### src/rtl/j1_io_uart.sv
// J1 CPU memory-mapped I/O block: 8N1 UART with a small TX FIFO, LED register
// and a free-running 16-bit tick counter.
module j1_io_uart #(
    parameter int CLKS_PER_BIT = 434,
    parameter int TX_DEPTH     = 8
) (
    input  logic        clk,
    input  logic        reset,
    input  logic        io_rd,
    input  logic        io_wr,
    input  logic [15:0] mem_addr,
    input  logic [15:0] dout,
    output logic [15:0] io_din,
    input  logic        uart_rx,
    output logic        uart_tx,
    output logic [7:0]  leds
);
    localparam int PW = $clog2(TX_DEPTH);
    localparam int CW = PW + 1;
    localparam logic [15:0] BIT_LAST  = 16'(CLKS_PER_BIT - 1);
    localparam logic [15:0] HALF_LAST = 16'(CLKS_PER_BIT / 2 - 1);
    localparam logic [CW-1:0] DEPTH   = CW'(TX_DEPTH);

    localparam logic [15:0] ADDR_DATA   = 16'h1000;
    localparam logic [15:0] ADDR_STATUS = 16'h2000;
    localparam logic [15:0] ADDR_LEDS   = 16'h4000;
    localparam logic [15:0] ADDR_TICKS  = 16'h8000;

    typedef enum logic [1:0] {TX_IDLE, TX_START, TX_DATA, TX_STOP} tx_state_t;
    typedef enum logic [2:0] {RX_IDLE, RX_START, RX_DATA, RX_STOP, RX_WAIT} rx_state_t;

    tx_state_t       tx_state_q, tx_state_d;
    logic [15:0]     tx_cnt_q, tx_cnt_d;
    logic [2:0]      tx_bit_q, tx_bit_d;
    logic [7:0]      tx_shift_q, tx_shift_d;

    rx_state_t       rx_state_q, rx_state_d;
    logic [15:0]     rx_cnt_q, rx_cnt_d;
    logic [2:0]      rx_bit_q, rx_bit_d;
    logic [7:0]      rx_shift_q, rx_shift_d;
    logic            rx_s1_q, rx_s2_q;
    logic            rx_done;

    logic [7:0]      fifo_q [TX_DEPTH];
    logic [7:0]      fifo_d [TX_DEPTH];
    logic [PW-1:0]   wr_ptr_q, wr_ptr_d, rd_ptr_q, rd_ptr_d;
    logic [CW-1:0]   count_q, count_d;

    logic [7:0]      leds_q, leds_d;
    logic [15:0]     ticks_q, ticks_d;
    logic [7:0]      rx_byte_q, rx_byte_d;
    logic            rx_valid_q, rx_valid_d;
    logic            rx_overrun_q, rx_overrun_d;

    logic rd_data, wr_data, wr_leds, wr_ticks;
    logic push, pop, tx_busy, tx_not_full;
    logic unused_dout;

    assign unused_dout = ^dout[15:8];

    assign rd_data  = io_rd && (mem_addr == ADDR_DATA);
    assign wr_data  = io_wr && (mem_addr == ADDR_DATA);
    assign wr_leds  = io_wr && (mem_addr == ADDR_LEDS);
    assign wr_ticks = io_wr && (mem_addr == ADDR_TICKS);

    assign tx_not_full = (count_q < DEPTH);
    assign tx_busy     = (tx_state_q != TX_IDLE);
    // A full FIFO drops the write even when the transmitter pops this cycle.
    assign push        = wr_data && tx_not_full;
    assign pop         = (tx_state_q == TX_IDLE) && (count_q != '0);
    assign leds        = leds_q;

    always_comb begin
        fifo_d   = fifo_q;
        wr_ptr_d = wr_ptr_q;
        rd_ptr_d = rd_ptr_q;
        count_d  = count_q;
        if (push) begin
            fifo_d[wr_ptr_q] = dout[7:0];
            wr_ptr_d         = wr_ptr_q + 1'b1;
        end
        if (pop) rd_ptr_d = rd_ptr_q + 1'b1;
        case ({push, pop})
            2'b10:   count_d = count_q + 1'b1;
            2'b01:   count_d = count_q - 1'b1;
            default: count_d = count_q;
        endcase
    end

    always_comb begin
        tx_state_d = tx_state_q;
        tx_cnt_d   = tx_cnt_q;
        tx_bit_d   = tx_bit_q;
        tx_shift_d = tx_shift_q;
        case (tx_state_q)
            TX_IDLE: begin
                if (pop) begin
                    tx_shift_d = fifo_q[rd_ptr_q];
                    tx_cnt_d   = BIT_LAST;
                    tx_state_d = TX_START;
                end
            end
            TX_START: begin
                if (tx_cnt_q == '0) begin
                    tx_cnt_d   = BIT_LAST;
                    tx_bit_d   = '0;
                    tx_state_d = TX_DATA;
                end else tx_cnt_d = tx_cnt_q - 1'b1;
            end
            TX_DATA: begin
                if (tx_cnt_q == '0) begin
                    tx_cnt_d   = BIT_LAST;
                    tx_shift_d = {1'b0, tx_shift_q[7:1]};
                    tx_bit_d   = tx_bit_q + 1'b1;
                    if (tx_bit_q == 3'd7) tx_state_d = TX_STOP;
                end else tx_cnt_d = tx_cnt_q - 1'b1;
            end
            TX_STOP: begin
                if (tx_cnt_q == '0) tx_state_d = TX_IDLE;
                else tx_cnt_d = tx_cnt_q - 1'b1;
            end
            default: tx_state_d = TX_IDLE;
        endcase
    end

    always_comb begin
        case (tx_state_q)
            TX_START: uart_tx = 1'b0;
            TX_DATA:  uart_tx = tx_shift_q[0];
            default:  uart_tx = 1'b1;
        endcase
    end

    always_comb begin
        rx_state_d = rx_state_q;
        rx_cnt_d   = rx_cnt_q;
        rx_bit_d   = rx_bit_q;
        rx_shift_d = rx_shift_q;
        rx_done    = 1'b0;
        case (rx_state_q)
            RX_IDLE: begin
                if (!rx_s2_q) begin
                    rx_cnt_d   = HALF_LAST;
                    rx_state_d = RX_START;
                end
            end
            RX_START: begin
                if (rx_cnt_q == '0) begin
                    // Line back high at mid-start: treat as a glitch.
                    if (rx_s2_q) rx_state_d = RX_IDLE;
                    else begin
                        rx_cnt_d   = BIT_LAST;
                        rx_bit_d   = '0;
                        rx_state_d = RX_DATA;
                    end
                end else rx_cnt_d = rx_cnt_q - 1'b1;
            end
            RX_DATA: begin
                if (rx_cnt_q == '0) begin
                    rx_cnt_d   = BIT_LAST;
                    rx_shift_d = {rx_s2_q, rx_shift_q[7:1]};
                    rx_bit_d   = rx_bit_q + 1'b1;
                    if (rx_bit_q == 3'd7) rx_state_d = RX_STOP;
                end else rx_cnt_d = rx_cnt_q - 1'b1;
            end
            RX_STOP: begin
                if (rx_cnt_q == '0) begin
                    if (rx_s2_q) begin
                        rx_done    = 1'b1;
                        rx_state_d = RX_IDLE;
                    end else rx_state_d = RX_WAIT;
                end else rx_cnt_d = rx_cnt_q - 1'b1;
            end
            RX_WAIT: begin
                if (rx_s2_q) rx_state_d = RX_IDLE;
            end
            default: rx_state_d = RX_IDLE;
        endcase
    end

    always_comb begin
        leds_d       = leds_q;
        ticks_d      = ticks_q + 16'd1;
        rx_byte_d    = rx_byte_q;
        rx_valid_d   = rx_valid_q;
        rx_overrun_d = rx_overrun_q;
        if (wr_leds)  leds_d  = dout[7:0];
        if (wr_ticks) ticks_d = 16'h0000;
        if (rd_data) begin
            rx_valid_d   = 1'b0;
            rx_overrun_d = 1'b0;
        end
        if (rx_done) begin
            if (rx_valid_q && !rd_data) rx_overrun_d = 1'b1;
            else begin
                rx_byte_d  = rx_shift_q;
                rx_valid_d = 1'b1;
            end
        end
    end

    always_comb begin
        io_din = 16'h0000;
        if (io_rd) begin
            case (mem_addr)
                ADDR_DATA:   io_din = {8'h00, rx_byte_q};
                ADDR_STATUS: io_din = {12'h000, tx_busy, rx_overrun_q, rx_valid_q, tx_not_full};
                ADDR_LEDS:   io_din = {8'h00, leds_q};
                ADDR_TICKS:  io_din = ticks_q;
                default:     io_din = 16'h0000;
            endcase
        end
    end

    always_ff @(posedge clk) begin
        fifo_q <= fifo_d;
    end

    always_ff @(posedge clk) begin
        if (reset) begin
            tx_state_q   <= TX_IDLE;
            tx_cnt_q     <= '0;
            tx_bit_q     <= '0;
            tx_shift_q   <= '0;
            rx_state_q   <= RX_IDLE;
            rx_cnt_q     <= '0;
            rx_bit_q     <= '0;
            rx_shift_q   <= '0;
            rx_s1_q      <= 1'b1;
            rx_s2_q      <= 1'b1;
            wr_ptr_q     <= '0;
            rd_ptr_q     <= '0;
            count_q      <= '0;
            leds_q       <= '0;
            ticks_q      <= '0;
            rx_byte_q    <= '0;
            rx_valid_q   <= 1'b0;
            rx_overrun_q <= 1'b0;
        end else begin
            tx_state_q   <= tx_state_d;
            tx_cnt_q     <= tx_cnt_d;
            tx_bit_q     <= tx_bit_d;
            tx_shift_q   <= tx_shift_d;
            rx_state_q   <= rx_state_d;
            rx_cnt_q     <= rx_cnt_d;
            rx_bit_q     <= rx_bit_d;
            rx_shift_q   <= rx_shift_d;
            rx_s1_q      <= uart_rx;
            rx_s2_q      <= rx_s1_q;
            wr_ptr_q     <= wr_ptr_d;
            rd_ptr_q     <= rd_ptr_d;
            count_q      <= count_d;
            leds_q       <= leds_d;
            ticks_q      <= ticks_d;
            rx_byte_q    <= rx_byte_d;
            rx_valid_q   <= rx_valid_d;
            rx_overrun_q <= rx_overrun_d;
        end
    end
endmodule

### config.mk
export PLATFORM = sky130hd
export DESIGN_NAME = j1_io_uart
export DESIGN_NICKNAME = d
export VERILOG_FILES = /design/src/rtl/j1_io_uart.sv
export SDC_FILE = /design/constraint.sdc
export NUM_CORES = 1
export LEC_CHECK = 0
export CAP_MARGIN = 20
export CORE_ASPECT_RATIO = 1.2
export CORE_MARGIN = 2
export CORE_UTILIZATION = 53
export CTS_CLUSTER_DIAMETER = 60
export DETAILED_ROUTE_END_ITERATION = 12
export PLACE_DENSITY = 0.88
export RECOVER_POWER = 25
export SYNTH_ARGS = -nofsm -noshare
export SYNTH_HDL_FRONTEND = slang
export SYNTH_SLANG_ARGS = --single-unit
export TNS_END_PERCENT = 30
### constraint.sdc
create_clock -name clk -period 3.26 [get_ports clk]
set_input_delay 0.489 -clock clk [delete_from_list [all_inputs] [get_ports clk]]
set_output_delay 0.489 -clock clk [all_outputs]
set_load 0.01 [all_outputs]
# Word level (Yosys, flattened, before mapping)
# Cells that the tools add are included.
[word_totals]
reg_bits = 169
latchBits = 0
ram_bits = 0
rom_bits = 0
input_bits = 37
out_inout_bits = 25
word_cells = 157
n_memories = 0
[op_classes]
addsub = 9
mul = 0
div = 0
magnitude_cmp = 4
eq_ne = 30
n_shift = 0
muxes = 54
n_bitwise = 3
n_reduce_logical = 31
[op_table]
columns = ["op", "n"]
rows = [
  ["$mux 16", 9],
  ["$pmux 16 s4", 2],
  ["$bwmux 64", 1],
  ["$pmux 16 s3", 1],
  ["$mux 8", 5],
  ["$mux 3", 12],
  ["$logic_not 16->1", 2],
  ["$sub 16x1->16 const B", 2],
  ["$ne 2x2->1 const B", 14],
  ["$bmux 8 s3", 1],
  ["$demux 8 s3", 1],
  ["$add 16x1->16 const B", 1],
  ["$eq 16x13->1 const B", 1],
  ["$eq 16x14->1 const B", 1],
  ["$eq 16x15->1 const B", 1],
  ["$eq 16x16->1 const B", 1],
  ["$pmux 8 s2", 1],
  ["$pmux 3 s5", 1],
  ["$add 3x1->3 const B", 4],
  ["$mux 2", 6],
  ["$pmux 3 s2", 2],
  ["$reduce_bool 2->1", 5],
  ["$eq 3x3->1 const B", 3],
  ["$mux 1", 9],
  ["26 further kinds", 45],
]

# Longest topological paths before layout
[depth]
word_depth = 6
depth_mapped = 11
mapped_depth_nobuf = 11

# Worst setup path after synthesis
# OpenSTA, ideal clock, no wires.
[synth_path]
kind = "input to register"
startpoint = "input port mem_addr[5]"
endpoint = "register count_q[2]"
setup_ns = 0.070
arrival_ns = 3.004
path_slack_ns = 0.185
path_stages = 10
path_cell_list = "or4_1 > nor4_2 > nand2_1 > ha_1 > xor2_1 > ha_1 > a21oi_1 > xor2_1 > or3_1 > a21oi_1"
[synth_via]
elab_chain_cells = 5
elab_cells_between_ends = 7
[synth_lines]
columns = ["element", "line_no", "source"]
rows = [
  ["start: declaration", "11", "input logic [15:0] mem_addr,"],
  ["$eq 16x13->1 (*)", "62", "assign wr_data = io_wr && (mem_addr == ADDR_DATA);"],
  ["$logic_and 1x1->1 (*)", "62", ""],
  ["$logic_and 1x1->1 (*)", "69", "assign push = wr_data && tx_not_full;"],
  ["$eq 2x1->1 / $eq 2x2->1 (equally long branches)", "83", "case ({push, pop})"],
  ["$pmux 4 s2 / $reduce_bool 2->1 (equally long branches)", "-", ""],
  ["end signal: assignment", "252", "count_q <= count_d;"],
  ["end: declaration", "47", "logic [CW-1:0] count_q, count_d;"],
]
# Every way passes the cells marked *; elsewhere a longest branch is shown, timed or not.
# A chain may end at the register's enable or synchronous reset.

# Worst setup path in the final report
[layout_path]
startpoint = "input port mem_addr[1]"
endpoint = "output port io_din[5]"
[layout_via]
elab_chain_cells = 3
elab_cells_between_ends = 6
[layout_lines]
columns = ["element", "line_no", "source"]
rows = [
  ["$eq 16x16->1 (tied with other cells)", "205", "case (mem_addr)"],
  ["$pmux 16 s4 (*)", "205", ""],
  ["$mux 16 (*)", "204", "if (io_rd) begin"],
  ["end: declaration", "13", "output logic [15:0] io_din,"],
]
# Marked as above.

==> results.py <==
metrics = {
    "yosys": {
        "synth-main-ff-cell": "dfxtp_1",
        "synth_edf_count": 64,
        "synth_seq_area_share": 0.518,
        "syn_area_per_cell_um2": 10.5,
        "synth_warnings": 0,
        "synth_cells": 742,
        "syn_area_um2": 7770,
        "synth_cell_types": 71,
        "async_reset_ff_frac": 0,
        "yosys_register_bits": 169,
        "synth.net_count": 797,
    },
    "floorplan": {
        "core_um2": 14400,
        "rows": 48,
        "fp.dieH_um": 137,
        "die_x_um": 115,
        "initial_core_util": 0.541,
        "die_area_um2": 15600,
        "io_pins": 62,
    },
    "grt": {
        "grt_pass1_wl_mm": 29.8,
        "grt_start_max_net_pins": 62,
        "grt_use_total": 0.246,
        "antenna_found_initial": 0,
        "first_global_vias": 6021,
        "gr-total-overflow": 0,
    },
    "finish": {
        "areaGrowthSynthToFinish_pct": 19.5,
        "multiInputGateArea_um2": 3600,
        "final_common_cell": "dfxtp_1",
        "fillers": 1033,
        "regArea_um2": 4020,
        "final_cell_mix": "105 x dfxtp_1, 69 x nor2_1, 64 x a21oi_1, 64 x edfxtp_1, 58 x nand2_1",
        "antennaDiodeCount": 0,
        "nets": 874,
        "fin_util": 0.647,
        "drive_gt1_frac": 0.157,
    },
    "clocking": {
        "clk_path_buf_depth": 2,
        "cts_buffers": 17,
        "cts_hold_buf": 0,
        "clk_latency_ns": 0.44,
        "clock_sinks": 169,
        "cts_tree": "done",
        "htreeDepth": 4,
        "root_buffer": "clkbuf_16",
        "cts.clk_slew.worst_paths_ns": 0.06,
    },
    "drt": {
        "drc": 0,
        "vias_per_cell": 6.25,
        "drtIter0Drc": 561,
        "firstDrtPassIters": 7,
        "ant_nets": 0,
        "routed_wl_mm": 19.1,
        "wire_per_inst_um": 19.0,
        "vias": 6294,
    },
    "status": {
        "status": "complete, no violations",
    },
    "worst_setup_path": {
        "path_max_fanout": 3,
        "cp.required_ns": 2.77,
        "critical-path-slowest-cell": "or4_4",
        "r2r_slack_ns": 0.56,
        "critical_path_class": "primary input to primary output",
        "worst_path_most_repeated_cell": "buf_4",
        "worstSetupEndpointType": "primary output",
        "startpoint_type": "primary input",
        "path_cells": "clkdlybuf4s50_1 -> or4_4 -> nor4_4 -> buf_4 -> buf_4 -> and3_1 -> o41ai_4 -> buf_4 -> nor2_1 -> buf_2",
        "cpPeakStageDelay_ns": 0.56,
        "arrival_ns": 2.71,
    },
    "timing": {
        "skew_ns": 0.00844,
        "hold_slack_ns": 0.338,
        "finalHoldViolations": 0,
        "worstMarginPinSlew_ns": 0.879,
        "setup_tns_ns": 0,
        "finalCritPeriodShare": 0.981,
        "fmax_mhz": 313,
        "slew_viol_final": 0,
        "final.min_clock_period_ns": 3.20,
        "finalSetupViolCount": 0,
        "max_slew_margin": 0.413,
    },
    "pwr": {
        "p_per_area_nw_per_um2": 502,
        "cellLeakagePower_uw": 0.00337,
        "totalPowerFinal_uw": 4660,
        "peakVddDrop_mv": 0.415,
    },
    "worst_hold_path": {
        "hold_path.class": "primary input to flop",
    },
    "place": {
        "hpwl_mm": 12.0,
        "gp_congestion": 0.836,
        "numPortBuffers": 53,
    },
    "job": {
        "maxCapViolations": 0,
    },
}
==> registers in the layout, summed over array words and instances, names as in the netlist, 8 cells and up <==
name / flops
rx_byte_q: 8
rx_shift_q: 8
rx_cnt_q: 16
ticks_q: 16
tx_cnt_q: 16
fifo_q: 64
tx_shift_q: 8
leds: 8
==> where the power goes <==
part | total (uW) | switching [uW] | leakage [uW] | internal (uW)
clock network | 1990 | 860 | 0.000273 | 1130
logic | 411 | 245 | 0.00167 | 166
registers | 2250 | 36.4 | 0.00142 | 2220
==> routing by layer <==
layer | GRT usage | share of wire | routed length, um
met1 | 0.284 | 0.38 | 7340
met2 | 0.431 | 0.52 | 9950
met3 | 0.0531 | 0.058 | 1100
met4 | 0.121 | 0.037 | 705
met5 | 0 | 0 | 0
==> Yosys cell counts (3+ instances only) <==
library cell / number / area share
o2bb2ai_1: 7 / 0.0079
nand2b_1: 4 / 0.0032
o21a_1: 6 / 0.0058
o41ai_1: 4 / 0.0045
and3_1: 14 / 0.011
or3_1: 10 / 0.0081
nor3_1: 18 / 0.012
a21oi_1: 67 / 0.043
a222oi_1: 8 / 0.010
o211ai_1: 3 / 0.0029
edfxtp_1: 64 / 0.25
o21ai_0: 27 / 0.017
buf_2: 7 / 0.0045
or2_2: 5 / 0.0040
or4_1: 15 / 0.014
mux2i_1: 13 / 0.017
clkbuf_1: 29 / 0.014
a21o_1: 5 / 0.0048
a31oi_1: 4 / 0.0032
or2_1: 3 / 0.0024
nor4_1: 8 / 0.0064
ha_1: 18 / 0.029
inv_1: 16 / 0.0077
xnor2_1: 11 / 0.012
xor2_1: 20 / 0.023
nand4_1: 14 / 0.011
o22ai_1: 4 / 0.0032
nand3b_1: 3 / 0.0029
dfxtp_1: 105 / 0.27
nor2_1: 70 / 0.034
nor2b_1: 5 / 0.0040
nand3_1: 20 / 0.013
nand2_1: 58 / 0.028
o31ai_1: 5 / 0.0048
mux4_2: 16 / 0.046
a211oi_1: 9 / 0.0087
==> what timing repair did <==
action | in CTS | in global routing
pin swaps | 1 | 4
endpoints found under the hold margin | 0 | 0
resized for setup | 46 | 30
endpoints found under the setup margin | 16 | 18
setup buffers | 4 | 3
cloned | 1 | 0
==> path summary, 6_finish.rpt <==
check	from	endpoint	depth (start not counted)
setup / recovery	mem_addr[1]	io_din[5]	10
setup reg to reg	rx_cnt_q[0]	rx_overrun_q	7
hold / removal	reset	tx_cnt_q[8]	2
hold reg to reg	rx_s1_q	rx_s2_q	1
==> cells by family (layout without fill, tap and decap cells) <==
family                   count (synthesis)  count (layout)  synth area share
buffers and inverters                   55             145            0.0287
AO/OA/AOI/OAI                          173             173             0.144
XOR/XNOR                                31              31            0.0350
adder cells (fa/ha/maj)                 18              18            0.0290
multiplexers                            30              30            0.0646
AND/OR/NAND/NOR                        266             266             0.181
flip-flops                             169             169             0.518
==> critical path, delay by kind of cell <==
family | cells | cell delay (ns)
AND/OR/NAND/NOR | 4 | 1.12
buffers and inverters | 5 | 0.99
AO/OA/AOI/OAI | 1 | 0.11
==> stage by stage <==
| stage | cell area, um2 | instances | setup slack [ns] |
|---|---|---|---|
| floorplan | 7770 | 742 | 0.185 |
| global placement | 8630 | 967 | -0.400 |
| detailed placement | 8630 | 967 | -0.453 |
| CTS | 9220 | 1004 | 0.00154 |
| global route | 9280 | 1007 | -0.0125 |
| finish | 9280 | 1007 | 0.0627 |
==> area by class of cell <==
| class | count | share of cell area |
|---|---|---|
| sequential | 169 | 0.433 |
| inverter | 16 | 0.00647 |
| clock inverter | 14 | 0.0159 |
| clock buffer | 18 | 0.0462 |
| timing repair buffer | 97 | 0.0868 |
| tap | 175 | 0.0236 |
| multi-input combinational | 518 | 0.388 |
Power figures use the tool's default switching activity.
